### src/rtl/usbfs_tx_pkt_if.sv
// Endpoint-side fill/handshake signals and the serializer byte stream of the
// USB-FS IN packet stage.
interface usbfs_tx_pkt_if #(
  parameter int unsigned MAX_PKT = 8
);
  localparam int unsigned IDX_W = $clog2(MAX_PKT);

  logic             i_inTok;
  logic             i_etValid;
  logic             i_etStall;
  logic             o_etTxAccepted;
  logic             i_etWrEn;
  logic [IDX_W-1:0] i_etWrIdx;
  logic [7:0]       i_etWrByte;
  logic             o_etReady;
  logic             i_ackRcvd;
  logic             i_hsTimeout;
  logic             i_toggleClr;
  logic             o_txValid;
  logic             i_txReady;
  logic [7:0]       o_txData;
  logic             o_txLast;

  modport slave (
    input  i_inTok, i_etValid, i_etStall, i_etWrEn, i_etWrIdx, i_etWrByte,
    input  i_ackRcvd, i_hsTimeout, i_toggleClr, i_txReady,
    output o_etTxAccepted, o_etReady, o_txValid, o_txData, o_txLast
  );

  modport master (
    output i_inTok, i_etValid, i_etStall, i_etWrEn, i_etWrIdx, i_etWrByte,
    output i_ackRcvd, i_hsTimeout, i_toggleClr, i_txReady,
    input  o_etTxAccepted, o_etReady, o_txValid, o_txData, o_txLast
  );
endinterface

### src/rtl/usbfs_tx_pkt.sv
// USB-FS IN endpoint packet stage: buffers the endpoint payload on an IN token
// and streams PID / payload / CRC16 (or NAK / STALL) to the byte serializer.
module usbfs_tx_pkt #(
  parameter int unsigned MAX_PKT = 8
) (
  input  logic          i_clk,
  input  logic          i_rst_n,
  usbfs_tx_pkt_if.slave bus
);
  localparam int unsigned IDX_W = $clog2(MAX_PKT);
  localparam int unsigned CNT_W = $clog2(MAX_PKT + 1);

  localparam logic [7:0] PID_NAK   = 8'h5A;
  localparam logic [7:0] PID_STALL = 8'h1E;
  localparam logic [7:0] PID_DATA0 = 8'hC3;
  localparam logic [7:0] PID_DATA1 = 8'h4B;

  typedef enum logic [2:0] {
    S_IDLE, S_FILL, S_PID, S_DATA, S_CRCL, S_CRCH, S_WAITHS
  } state_e;

  state_e           state_q, state_d;
  logic             toggle_q, toggle_d;
  logic             pend_q, pend_d;
  logic             hs_q, hs_d;
  logic [CNT_W-1:0] cnt_q, cnt_d;
  logic [CNT_W-1:0] idx_q, idx_d;
  logic [15:0]      crc_q, crc_d;
  logic             valid_q, valid_d;
  logic [7:0]       data_q, data_d;
  logic             last_q, last_d;
  logic             acc_q, acc_d;
  logic             rdy_q, rdy_d;
  logic [7:0]       mem_q [MAX_PKT];
  logic             mem_we;
  logic             tx_fire;
  logic             tog_eff;
  logic             pend_eff;
  logic [7:0]       data_pid;

  // One reflected CRC16 (0xA001) step over a byte, LSB first.
  function automatic logic [15:0] crc16_byte(input logic [15:0] c, input logic [7:0] d);
    logic [15:0] r;
    r = c ^ {8'h00, d};
    for (int b = 0; b < 8; b++) begin
      r = r[0] ? ((r >> 1) ^ 16'hA001) : (r >> 1);
    end
    return r;
  endfunction

  assign tx_fire  = valid_q & bus.i_txReady;
  assign tog_eff  = toggle_q & ~bus.i_toggleClr;
  assign pend_eff = pend_q & ~bus.i_toggleClr;
  assign data_pid = tog_eff ? PID_DATA1 : PID_DATA0;

  always_comb begin
    state_d  = state_q;
    toggle_d = toggle_q;
    pend_d   = pend_q;
    hs_d     = hs_q;
    cnt_d    = cnt_q;
    idx_d    = idx_q;
    crc_d    = crc_q;
    valid_d  = valid_q;
    data_d   = data_q;
    last_d   = last_q;
    acc_d    = 1'b0;
    rdy_d    = 1'b0;
    mem_we   = 1'b0;

    unique case (state_q)
      S_IDLE: begin
        if (bus.i_inTok) begin
          if (bus.i_etStall || (!pend_eff && !bus.i_etValid)) begin
            state_d = S_PID;
            hs_d    = 1'b1;
            valid_d = 1'b1;
            data_d  = bus.i_etStall ? PID_STALL : PID_NAK;
            last_d  = 1'b1;
          end else if (pend_eff) begin
            state_d = S_PID;
            hs_d    = 1'b0;
            valid_d = 1'b1;
            data_d  = data_pid;
            last_d  = 1'b0;
            crc_d   = 16'hFFFF;
            idx_d   = '0;
          end else begin
            state_d = S_FILL;
            acc_d   = 1'b1;
            cnt_d   = '0;
          end
        end
      end
      S_FILL: begin
        if (bus.i_etWrEn) begin
          mem_we = 1'b1;
          cnt_d  = cnt_q + CNT_W'(1);
        end
        // Leave on the first idle cycle or when the write fills the buffer.
        if (!bus.i_etWrEn || (cnt_q == CNT_W'(MAX_PKT - 1))) begin
          state_d = S_PID;
          pend_d  = 1'b1;
          hs_d    = 1'b0;
          valid_d = 1'b1;
          data_d  = data_pid;
          last_d  = 1'b0;
          crc_d   = 16'hFFFF;
          idx_d   = '0;
        end
      end
      S_PID: begin
        if (tx_fire) begin
          if (hs_q) begin
            state_d = S_IDLE;
            hs_d    = 1'b0;
            valid_d = 1'b0;
            data_d  = 8'h00;
            last_d  = 1'b0;
          end else if (cnt_q == '0) begin
            state_d = S_CRCL;
            data_d  = ~crc_q[7:0];
          end else begin
            state_d = S_DATA;
            data_d  = mem_q[0];
            idx_d   = CNT_W'(1);
          end
        end
      end
      S_DATA: begin
        if (tx_fire) begin
          crc_d = crc16_byte(crc_q, data_q);
          if (idx_q == cnt_q) begin
            state_d = S_CRCL;
            data_d  = ~crc_d[7:0];
          end else begin
            data_d = mem_q[idx_q[IDX_W-1:0]];
            idx_d  = idx_q + CNT_W'(1);
          end
        end
      end
      S_CRCL: begin
        if (tx_fire) begin
          state_d = S_CRCH;
          data_d  = ~crc_q[15:8];
          last_d  = 1'b1;
        end
      end
      S_CRCH: begin
        if (tx_fire) begin
          state_d = S_WAITHS;
          valid_d = 1'b0;
          data_d  = 8'h00;
          last_d  = 1'b0;
        end
      end
      S_WAITHS: begin
        if (bus.i_ackRcvd) begin
          state_d  = S_IDLE;
          toggle_d = ~toggle_q;
          pend_d   = 1'b0;
          rdy_d    = 1'b1;
        end else if (bus.i_hsTimeout) begin
          state_d = S_IDLE;
        end
      end
      default: state_d = S_IDLE;
    endcase

    // Toggle clear overrides any ACK toggle and drops a pending retry.
    if (bus.i_toggleClr) begin
      toggle_d = 1'b0;
      pend_d   = 1'b0;
    end
  end

  always_ff @(posedge i_clk or negedge i_rst_n) begin
    if (!i_rst_n) begin
      state_q  <= S_IDLE;
      toggle_q <= 1'b0;
      pend_q   <= 1'b0;
      hs_q     <= 1'b0;
      cnt_q    <= '0;
      idx_q    <= '0;
      crc_q    <= 16'hFFFF;
      valid_q  <= 1'b0;
      data_q   <= 8'h00;
      last_q   <= 1'b0;
      acc_q    <= 1'b0;
      rdy_q    <= 1'b0;
    end else begin
      state_q  <= state_d;
      toggle_q <= toggle_d;
      pend_q   <= pend_d;
      hs_q     <= hs_d;
      cnt_q    <= cnt_d;
      idx_q    <= idx_d;
      crc_q    <= crc_d;
      valid_q  <= valid_d;
      data_q   <= data_d;
      last_q   <= last_d;
      acc_q    <= acc_d;
      rdy_q    <= rdy_d;
    end
  end

  // Payload buffer; contents are don't-care after reset.
  always_ff @(posedge i_clk) begin
    if (mem_we) begin
      mem_q[bus.i_etWrIdx] <= bus.i_etWrByte;
    end
  end

  assign bus.o_etTxAccepted = acc_q;
  assign bus.o_etReady      = rdy_q;
  assign bus.o_txValid      = valid_q;
  assign bus.o_txData       = data_q;
  assign bus.o_txLast       = last_q;
endmodule

### src/flat_wrapper.sv
// flat-port wrapper written by rule: the top's interface ports become plain ports
module usbfs_tx_pkt_flat 
#(
  parameter int unsigned MAX_PKT = 8
)
  (i_clk, i_rst_n, bus_i_inTok, bus_i_etValid, bus_i_etStall, bus_i_etWrEn, bus_i_etWrIdx, bus_i_etWrByte, bus_i_ackRcvd, bus_i_hsTimeout, bus_i_toggleClr, bus_i_txReady, bus_o_etTxAccepted, bus_o_etReady, bus_o_txValid, bus_o_txData, bus_o_txLast);
  usbfs_tx_pkt_if #(.MAX_PKT(MAX_PKT)) bus_i ();
  input  logic i_clk;
  input  logic i_rst_n;
  input wire logic [$bits(bus_i.i_inTok)-1:0] bus_i_inTok;
  input wire logic [$bits(bus_i.i_etValid)-1:0] bus_i_etValid;
  input wire logic [$bits(bus_i.i_etStall)-1:0] bus_i_etStall;
  input wire logic [$bits(bus_i.i_etWrEn)-1:0] bus_i_etWrEn;
  input wire logic [$bits(bus_i.i_etWrIdx)-1:0] bus_i_etWrIdx;
  input wire logic [$bits(bus_i.i_etWrByte)-1:0] bus_i_etWrByte;
  input wire logic [$bits(bus_i.i_ackRcvd)-1:0] bus_i_ackRcvd;
  input wire logic [$bits(bus_i.i_hsTimeout)-1:0] bus_i_hsTimeout;
  input wire logic [$bits(bus_i.i_toggleClr)-1:0] bus_i_toggleClr;
  input wire logic [$bits(bus_i.i_txReady)-1:0] bus_i_txReady;
  output wire logic [$bits(bus_i.o_etTxAccepted)-1:0] bus_o_etTxAccepted;
  output wire logic [$bits(bus_i.o_etReady)-1:0] bus_o_etReady;
  output wire logic [$bits(bus_i.o_txValid)-1:0] bus_o_txValid;
  output wire logic [$bits(bus_i.o_txData)-1:0] bus_o_txData;
  output wire logic [$bits(bus_i.o_txLast)-1:0] bus_o_txLast;
  assign bus_i.i_inTok = bus_i_inTok;
  assign bus_i.i_etValid = bus_i_etValid;
  assign bus_i.i_etStall = bus_i_etStall;
  assign bus_i.i_etWrEn = bus_i_etWrEn;
  assign bus_i.i_etWrIdx = bus_i_etWrIdx;
  assign bus_i.i_etWrByte = bus_i_etWrByte;
  assign bus_i.i_ackRcvd = bus_i_ackRcvd;
  assign bus_i.i_hsTimeout = bus_i_hsTimeout;
  assign bus_i.i_toggleClr = bus_i_toggleClr;
  assign bus_i.i_txReady = bus_i_txReady;
  assign bus_o_etTxAccepted = bus_i.o_etTxAccepted;
  assign bus_o_etReady = bus_i.o_etReady;
  assign bus_o_txValid = bus_i.o_txValid;
  assign bus_o_txData = bus_i.o_txData;
  assign bus_o_txLast = bus_i.o_txLast;
  usbfs_tx_pkt #(.MAX_PKT(MAX_PKT)) u_core (.i_clk(i_clk), .i_rst_n(i_rst_n), .bus(bus_i));
endmodule
### config.mk
export PLATFORM = sky130hd
export DESIGN_NAME = usbfs_tx_pkt_flat
export DESIGN_NICKNAME = d
export VERILOG_FILES = /design/src/rtl/usbfs_tx_pkt_if.sv /design/src/rtl/usbfs_tx_pkt.sv /design/src/flat_wrapper.sv
export SDC_FILE = /design/constraint.sdc
export NUM_CORES = 1
export LEC_CHECK = 0
export ABC_AREA = 1
export CORE_ASPECT_RATIO = 0.8
export CORE_MARGIN = 3
export CORE_UTILIZATION = 60
export CTS_CLUSTER_SIZE = 28
export DETAILED_ROUTE_END_ITERATION = 10
export PLACE_DENSITY = 0.84
export SYNTH_ARGS = -nofsm -noshare
export SYNTH_HDL_FRONTEND = slang
export SYNTH_SLANG_ARGS = --single-unit
### constraint.sdc
create_clock -name i_clk -period 3.03 [get_ports i_clk]
set_clock_uncertainty 0.05 [all_clocks]
set_input_delay 0.909 -clock i_clk [delete_from_list [all_inputs] [get_ports i_clk]]
set_output_delay 0.909 -clock i_clk [all_outputs]
set_load 0.1 [all_outputs]
== Yosys cells after proc, flatten, opt, wreduce, memory -nomap -nowiden ==
Memory sizes are Yosys's and may differ from the RTL's.
Cells that the tools add are included.

* $add $sub $neg: 2
* Eq/ne operators: 27
* Mux-type cells: 88
* Bitwise logic cells: 17
* Reductions and logical operators: 28

{| class="wikitable"
|+ Operators with widths
! kind !! number
|-
| $mux 16 || 13
|-
| $mux 8 || 12
|-
| $mux 4 || 13
|-
| $pmux 16 s3 || 1
|-
| $pmux 8 s6 || 1
|-
| $mux 3 || 12
|-
| $mux 1 || 27
|-
| $not 2->3 || 8
|-
| $not 8->8 || 3
|-
| $reduce_and 8->1 || 3
|-
| $pmux 3 s7 || 1
|-
| $ne 2x1->1 const B || 8
|-
| $pmux 4 s4 || 1
|-
| $xor 16x8->16 || 1
|-
| $ne 2x2->1 const B || 7
|-
| $reduce_and 10->1 || 1
|-
| $reduce_and 5->1 || 2
|-
| $eq 3x3->1 const B || 3
|-
| $reduce_bool 3->1 || 3
|-
| $add 4x1->4 const B || 2
|-
| $pmux 4 s2 || 1
|-
| $reduce_bool 4->1 || 2
|-
| $mux 7 || 1
|-
| $reduce_and 7->1 || 1
|-
| 25 further kinds || 35
|}

* Register bits after elaboration: 42
* Bits in writable memories: 64
* Input bits: 21
* Output and inout bits: 12
* Logic and storage cells: 175
* Memories kept: 1

{| class="wikitable"
|+ Memories
! memory !! depth !! bits a word !! rd ports !! clocked after memory_dff !! wr ports !! line !! source
|-
| u_core.mem_q || 8 || 8 || 2 || 0 || 1 || usbfs_tx_pkt.sv:34 || <nowiki>logic [7:0] mem_q [MAX_PKT];</nowiki>
|}

== Logic depth before layout (Yosys ltp) ==
* Word-level depth: 21
* Depth in mapped cells: 15
* Gate-level depth less buffers: 15

== Least setup slack after synthesis ==
OpenSTA, ideal clock, no wires.

* Kind: input-to-reg
* Start point: input port bus_i_etWrEn
* End point: memory u_core.mem_q[6][0] (enable)
* Library setup time: 0.370 ns
* Arrival time: 1.861 ns
* Data required time: 2.610 ns
* Slack: 0.749 ns
* Stages: 5
* Path buffers: 0
* Cells stage by stage: inv_1 > nor2_4 > inv_1 > or2_2 > nor2_1

* Cells in the longest elaborated chain, start to end: 4

{| class="wikitable"
|+ Ends and longest elaborated chain
! element !! line !! source
|-
| start, declared || flat_wrapper.sv:13 || <nowiki>input wire logic [$bits(bus_i.i_etWrEn)-1:0] bus_i_etWrEn;</nowiki>
|-
| $mux 1 || usbfs_tx_pkt.sv:96 || <nowiki>if (bus.i_etWrEn) begin</nowiki>
|-
| $mux 1 || usbfs_tx_pkt.sv:71 || <nowiki>unique case (state_q)</nowiki>
|-
| $mux 1 || usbfs_tx_pkt.sv:209 || <nowiki>if (mem_we) begin</nowiki>
|-
| $mux 1 (implied by the code) || usbfs_tx_pkt.sv:210 || <nowiki>mem_q[bus.i_etWrIdx] <= bus.i_etWrByte;</nowiki>
|-
| end, declared || usbfs_tx_pkt.sv:34 ||
|}

Every way passes these cells.

== Worst setup path in the final report ==
* Start point: input port bus_i_toggleClr
* End point: register u_core.data_q[1] (netlist: u_core.bus.o_txData[1])

* Cells in the longest elaborated chain, start to end: 8
* Elaborated cells between the ends (all ways): 10
* Classes of those cells: eq/ne (1); mux (3); bitwise (2); reduce/logical (4)

{| class="wikitable"
|+ Ends and longest elaborated chain
! element !! line !! source
|-
| start, declared || flat_wrapper.sv:18 || <nowiki>input wire logic [$bits(bus_i.i_toggleClr)-1:0] bus_i_toggleClr;</nowiki>
|-
| $not 1->1 * || usbfs_tx_pkt.sv:53 || <nowiki>assign pend_eff = pend_q & ~bus.i_toggleClr;</nowiki>
|-
| $and 1x1->1 * || usbfs_tx_pkt.sv:53 ||
|-
| $logic_not 1->1 || usbfs_tx_pkt.sv:74 || <nowiki>if (bus.i_etStall || (!pend_eff && !bus.i_etValid)) begin</nowiki>
|-
| $logic_and 1x1->1 || usbfs_tx_pkt.sv:74 ||
|-
| $logic_or 1x1->1 || usbfs_tx_pkt.sv:74 ||
|-
| $mux 8 || usbfs_tx_pkt.sv:74 ||
|-
| $mux 8 || usbfs_tx_pkt.sv:73 || <nowiki>if (bus.i_inTok) begin</nowiki>
|-
| $pmux 8 s6 || usbfs_tx_pkt.sv:71 ||
|-
| end signal, assigned || usbfs_tx_pkt.sv:200 || <nowiki>data_q <= data_d;</nowiki>
|-
| end, declared || usbfs_tx_pkt.sv:30 || <nowiki>logic [7:0] data_q, data_d;</nowiki>
|}

Mark *: on every way between the ends. The rest lies on a longest branch, timed or not. The select of a mux whose other input is x is not followed.
A chain may end at the register's enable or synchronous reset.

==> impl_metrics.py <==
metrics = {
    "placement": {
        "place_hpwl_microns": 9140,
        "dp_cells": 686,
        "port_buffers": 32,
        "gp_congestion": 0.933,
        "dp_slack_ns": 0.208,
        "placed_cell_area_sq_mm": 0.00579,
    },
    "final_layout": {
        "area_growth_syn_to_layout_pct": 12.0,
        "fin_area_sq_mm": 0.00599,
        "final_cells": 702,
        "nets": 614,
        "drive_above_1_share_pct": 15.4,
        "diodes": 0,
    },
    "sta": {
        "worst_slack_ns": 0.562,
        "clock.fmax_mhz": 405,
        "worst_pin_slew_ns": 0.919,
        "relSlewSlack_pct": 38.7,
        "maxSlewViolCount": 0,
        "final.setup.tns_ns": 0,
        "period_share_pct": 81.4,
        "rsz0062_at_grt": "false",
        "min_period_ns": 2.47,
        "hold_viol": 0,
        "finalSetupViolCount": 0,
    },
    "critical_path": {
        "crit_top_cell": "nor2_1",
        "critPathLaunchType": "input port",
        "max_stage_delay_ns": 0.40,
        "slowest_stage": "clkdlybuf4s50_1",
        "rrSetupSlack_ns": 0.80,
        "r2r-start": "u_core.state_q[1]",
        "reg2reg_depth": 10,
        "cp.required_ns": 3.23,
        "cp_top_family": "simple AND/OR/NAND/NOR gates",
        "cp_cell_sequence": "clkdlybuf4s50_1 -> inv_1 -> nand2_2 -> a21oi_2 -> inv_1 -> nor2_1 -> nor2_1 -> nand2_4 -> clkinv_2 -> nor2_1 -> a31oi_1",
        "worstSetupPathType": "input port to register",
        "worst-path-max-fanout": 10,
        "worst_setup_path_end_kind": "register",
        "r2r_end": "u_core.bus.o_txData[3]",
        "crit_arrival_ns": 2.67,
        "path_buf_inv": 4,
    },
    "power": {
        "p_sw_mw": 2.92,
        "internal_power_mw": 3.13,
        "clockPowerShare_pct": 14.1,
        "powerDensity_mw_per_mm2": 1010,
        "power.total_mw": 6.05,
        "netSwitchingFraction_pct": 48.3,
        "p_leak_nw": 2.44,
        "p_comb_share_pct": 51.3,
        "ir_drop_mv": 0.679,
        "p_seq_share_pct": 34.5,
    },
    "logic_synthesis": {
        "netlist_top_cells_area": "edfxtp_1, dfrtp_1, dfstp_2, nand2_1, o21ai_0",
        "async_flop_share_pct": 39.6,
        "yosys-top-cells-count": "nand2_1, edfxtp_1, nor2_1",
        "synthFlopType": "edfxtp_1",
        "netlist_area_sq_mm": 0.00535,
        "yosysSeqAreaShare_pct": 56.0,
        "post-synth-top-count-cell": "nand2_1",
        "yosysTopAreaCell": "edfxtp_1",
        "synth_area_per_cell_sq_um": 9.83,
        "ys_ff_latch": 106,
        "synth_cell_types": 50,
        "synth_top_area_share_pct": 35.9,
        "synth-edff-count": 64,
        "synth_cells": 544,
        "ys_warn_count": 0,
        "syn_nets": 573,
    },
    "global_route": {
        "grtUsageMet1_pct": 35.2,
        "antenna_found_initial": 0,
        "top_usage_layer": "met2",
        "grt_max_degree": 43,
        "grt_pass1_vias": 4108,
        "grt_pass1_wl_microns": 20400,
        "grt_use_met3_pct": 5.22,
        "grt-ovfl-total": 0,
        "globalRouteTotalUtil_pct": 25.1,
        "gr-usage-met2_pct": 40.6,
    },
    "floorplanning": {
        "io-pin-count": 33,
        "die-area_sq_mm": 0.0101,
        "rows": 30,
        "dieHeight_microns": 90.4,
        "start_util_pct": 62.5,
        "die_w_microns": 112,
        "coreArea_sq_mm": 0.00856,
    },
    "drt": {
        "vias": 4137,
        "drt-pass1-iter-count": 6,
        "drt-total-wl_microns": 12300,
        "routedWlPerCell_microns": 17.5,
        "drc": 0,
        "first_iter_violations": 382,
        "drtAntennaViolNets": 0,
        "vias_per_cell": 5.89,
    },
    "clock_tree": {
        "clockBufferDepth": 2,
        "htree_levels": 3,
        "tritoncts": "built",
        "cts_made_buffers": 9,
        "clk_pin_slew_ns": 0.10,
        "clock_latency_ns": 0.36,
        "post-cts-setup-buffer-count": 0,
        "cts_root_buf": "clkbuf_8",
        "clock_sinks": 106,
        "cts_hold_buffers": 0,
        "cts.repair.resized": 0,
    },
    "hold_path": {
        "hp-class": "register to register",
        "hold_depth": 1,
        "min_to": "u_core.toggle_q",
        "min-delay-start": "u_core.toggle_q",
    },
    "status": {
        "status": "complete, no violations",
    },
    "job": {
        "cap_violations": 0,
    },
}
-- layout make-up --
type	count	area, sq um
inverters	62	234
fillers	651	2570
flip-flops and latches	106	2990
clock buffers	11	131
repair buffers	44	375
well taps	112	140
multi-input cells	362	2050
clock inverters	5	61.3
-- sequential cells by signal (all words and copies together) (netlist names) --
signal	flops
u_core.bus.o_txData	8
u_core.crc_q	16
u_core.bus.o_etTxAccepted	1
u_core.cnt_q	4
u_core.bus.o_etReady	1
u_core.toggle_q	1
u_core.mem_q	64
u_core.pend_q	1
u_core.idx_q	4
u_core.bus.o_txLast	1
u_core.hs_q	1
u_core.bus.o_txValid	1
u_core.state_q	3
-- metrics by stage --
| stage | hold WS [ns] | util [%] |
|---|---|---|
| 6_report | 0.429 | 70.0 |
| 5_1_grt | 0.434 | 70.0 |
| 4_1_cts | 0.425 | 70.0 |
| 3_5_place_dp | 0.405 | 67.7 |
| 3_3_place_gp | 0.403 | 67.7 |
| 2_1_floorplan | 0.383 | - |
-- cell usage in the layout (no fill, tap or decap), types with 2 or more instances in the layout --
cell / netlist / routed
o21ai_0: 51 / 51
clkdlybuf4s50_1: 0 / 19
xnor2_1: 7 / 7
a211oi_1: 2 / 2
a32oi_1: 3 / 3
clkinv_2: 1 / 2
ha_1: 8 / 8
nor3_1: 5 / 5
nand2_1: 89 / 89
o211ai_1: 9 / 9
nand3_1: 24 / 24
a31oi_1: 2 / 2
nand2_2: 5 / 5
nor2_2: 3 / 3
nand2_4: 2 / 2
nand4_1: 4 / 4
clkbuf_1: 9 / 2
edfxtp_1: 64 / 64
a22oi_1: 13 / 13
o221ai_1: 10 / 10
dfstp_2: 16 / 16
inv_2: 5 / 5
o311ai_1: 2 / 2
a21oi_2: 5 / 5
a21oi_1: 15 / 15
buf_4: 1 / 24
clkbuf_8: 0 / 9
dfrtp_1: 26 / 26
o22ai_1: 8 / 8
inv_6: 0 / 2
inv_1: 56 / 56
nor2_4: 8 / 8
xor2_1: 10 / 10
nor2_1: 61 / 61
-- layer usage --
layer  part of all wire (%)  vias to the layer above
met5                      0                        -
li1                       -                     1975
met2                     48                      168
met3                    7.0                       18
met1                     44                     1976
met4                    1.3                        0
-- worst max path at each step --
stage	start	endpoint	slack, ns	cells past startpoint
final	bus_i_toggleClr	u_core.bus.o_txData[1]	0.56	11
after global routing	bus_i_toggleClr	u_core.cnt_q[3]	0.33	11
after CTS	bus_i_toggleClr	u_core.cnt_q[3]	0.57	11
after detailed placement	bus_i_toggleClr	u_core.cnt_q[3]	0.21	11
after global placement	bus_i_toggleClr	u_core.bus.o_txData[1]	0.26	11
after floorplan	bus_i_etWrEn	u_core.mem_q[6][0]	0.75	5
-- power groups by stage --
stage	Clock, mW	Combinational [mW]	Sequential, mW
floorplan	0	1.91	2.51
global placement	0	2.97	2.10
detailed placement	0	3.05	2.11
CTS	0.872	3.07	2.08
global route	0.919	3.41	2.12
finish	0.854	3.11	2.09
-- cells by family after synthesis --
| kind of cell | share of synthesized area (%) |
|---|---|
| and+or+nand+nor | 18.0 |
| AOI/OAI and AO/OA | 15.7 |
| DFF | 56.0 |
| buffers and inverters | 5.64 |
| xor gates and xnor gates | 2.78 |
| adders and majority gates | 1.87 |
Note: power is estimated with default switching activity, not from simulation.
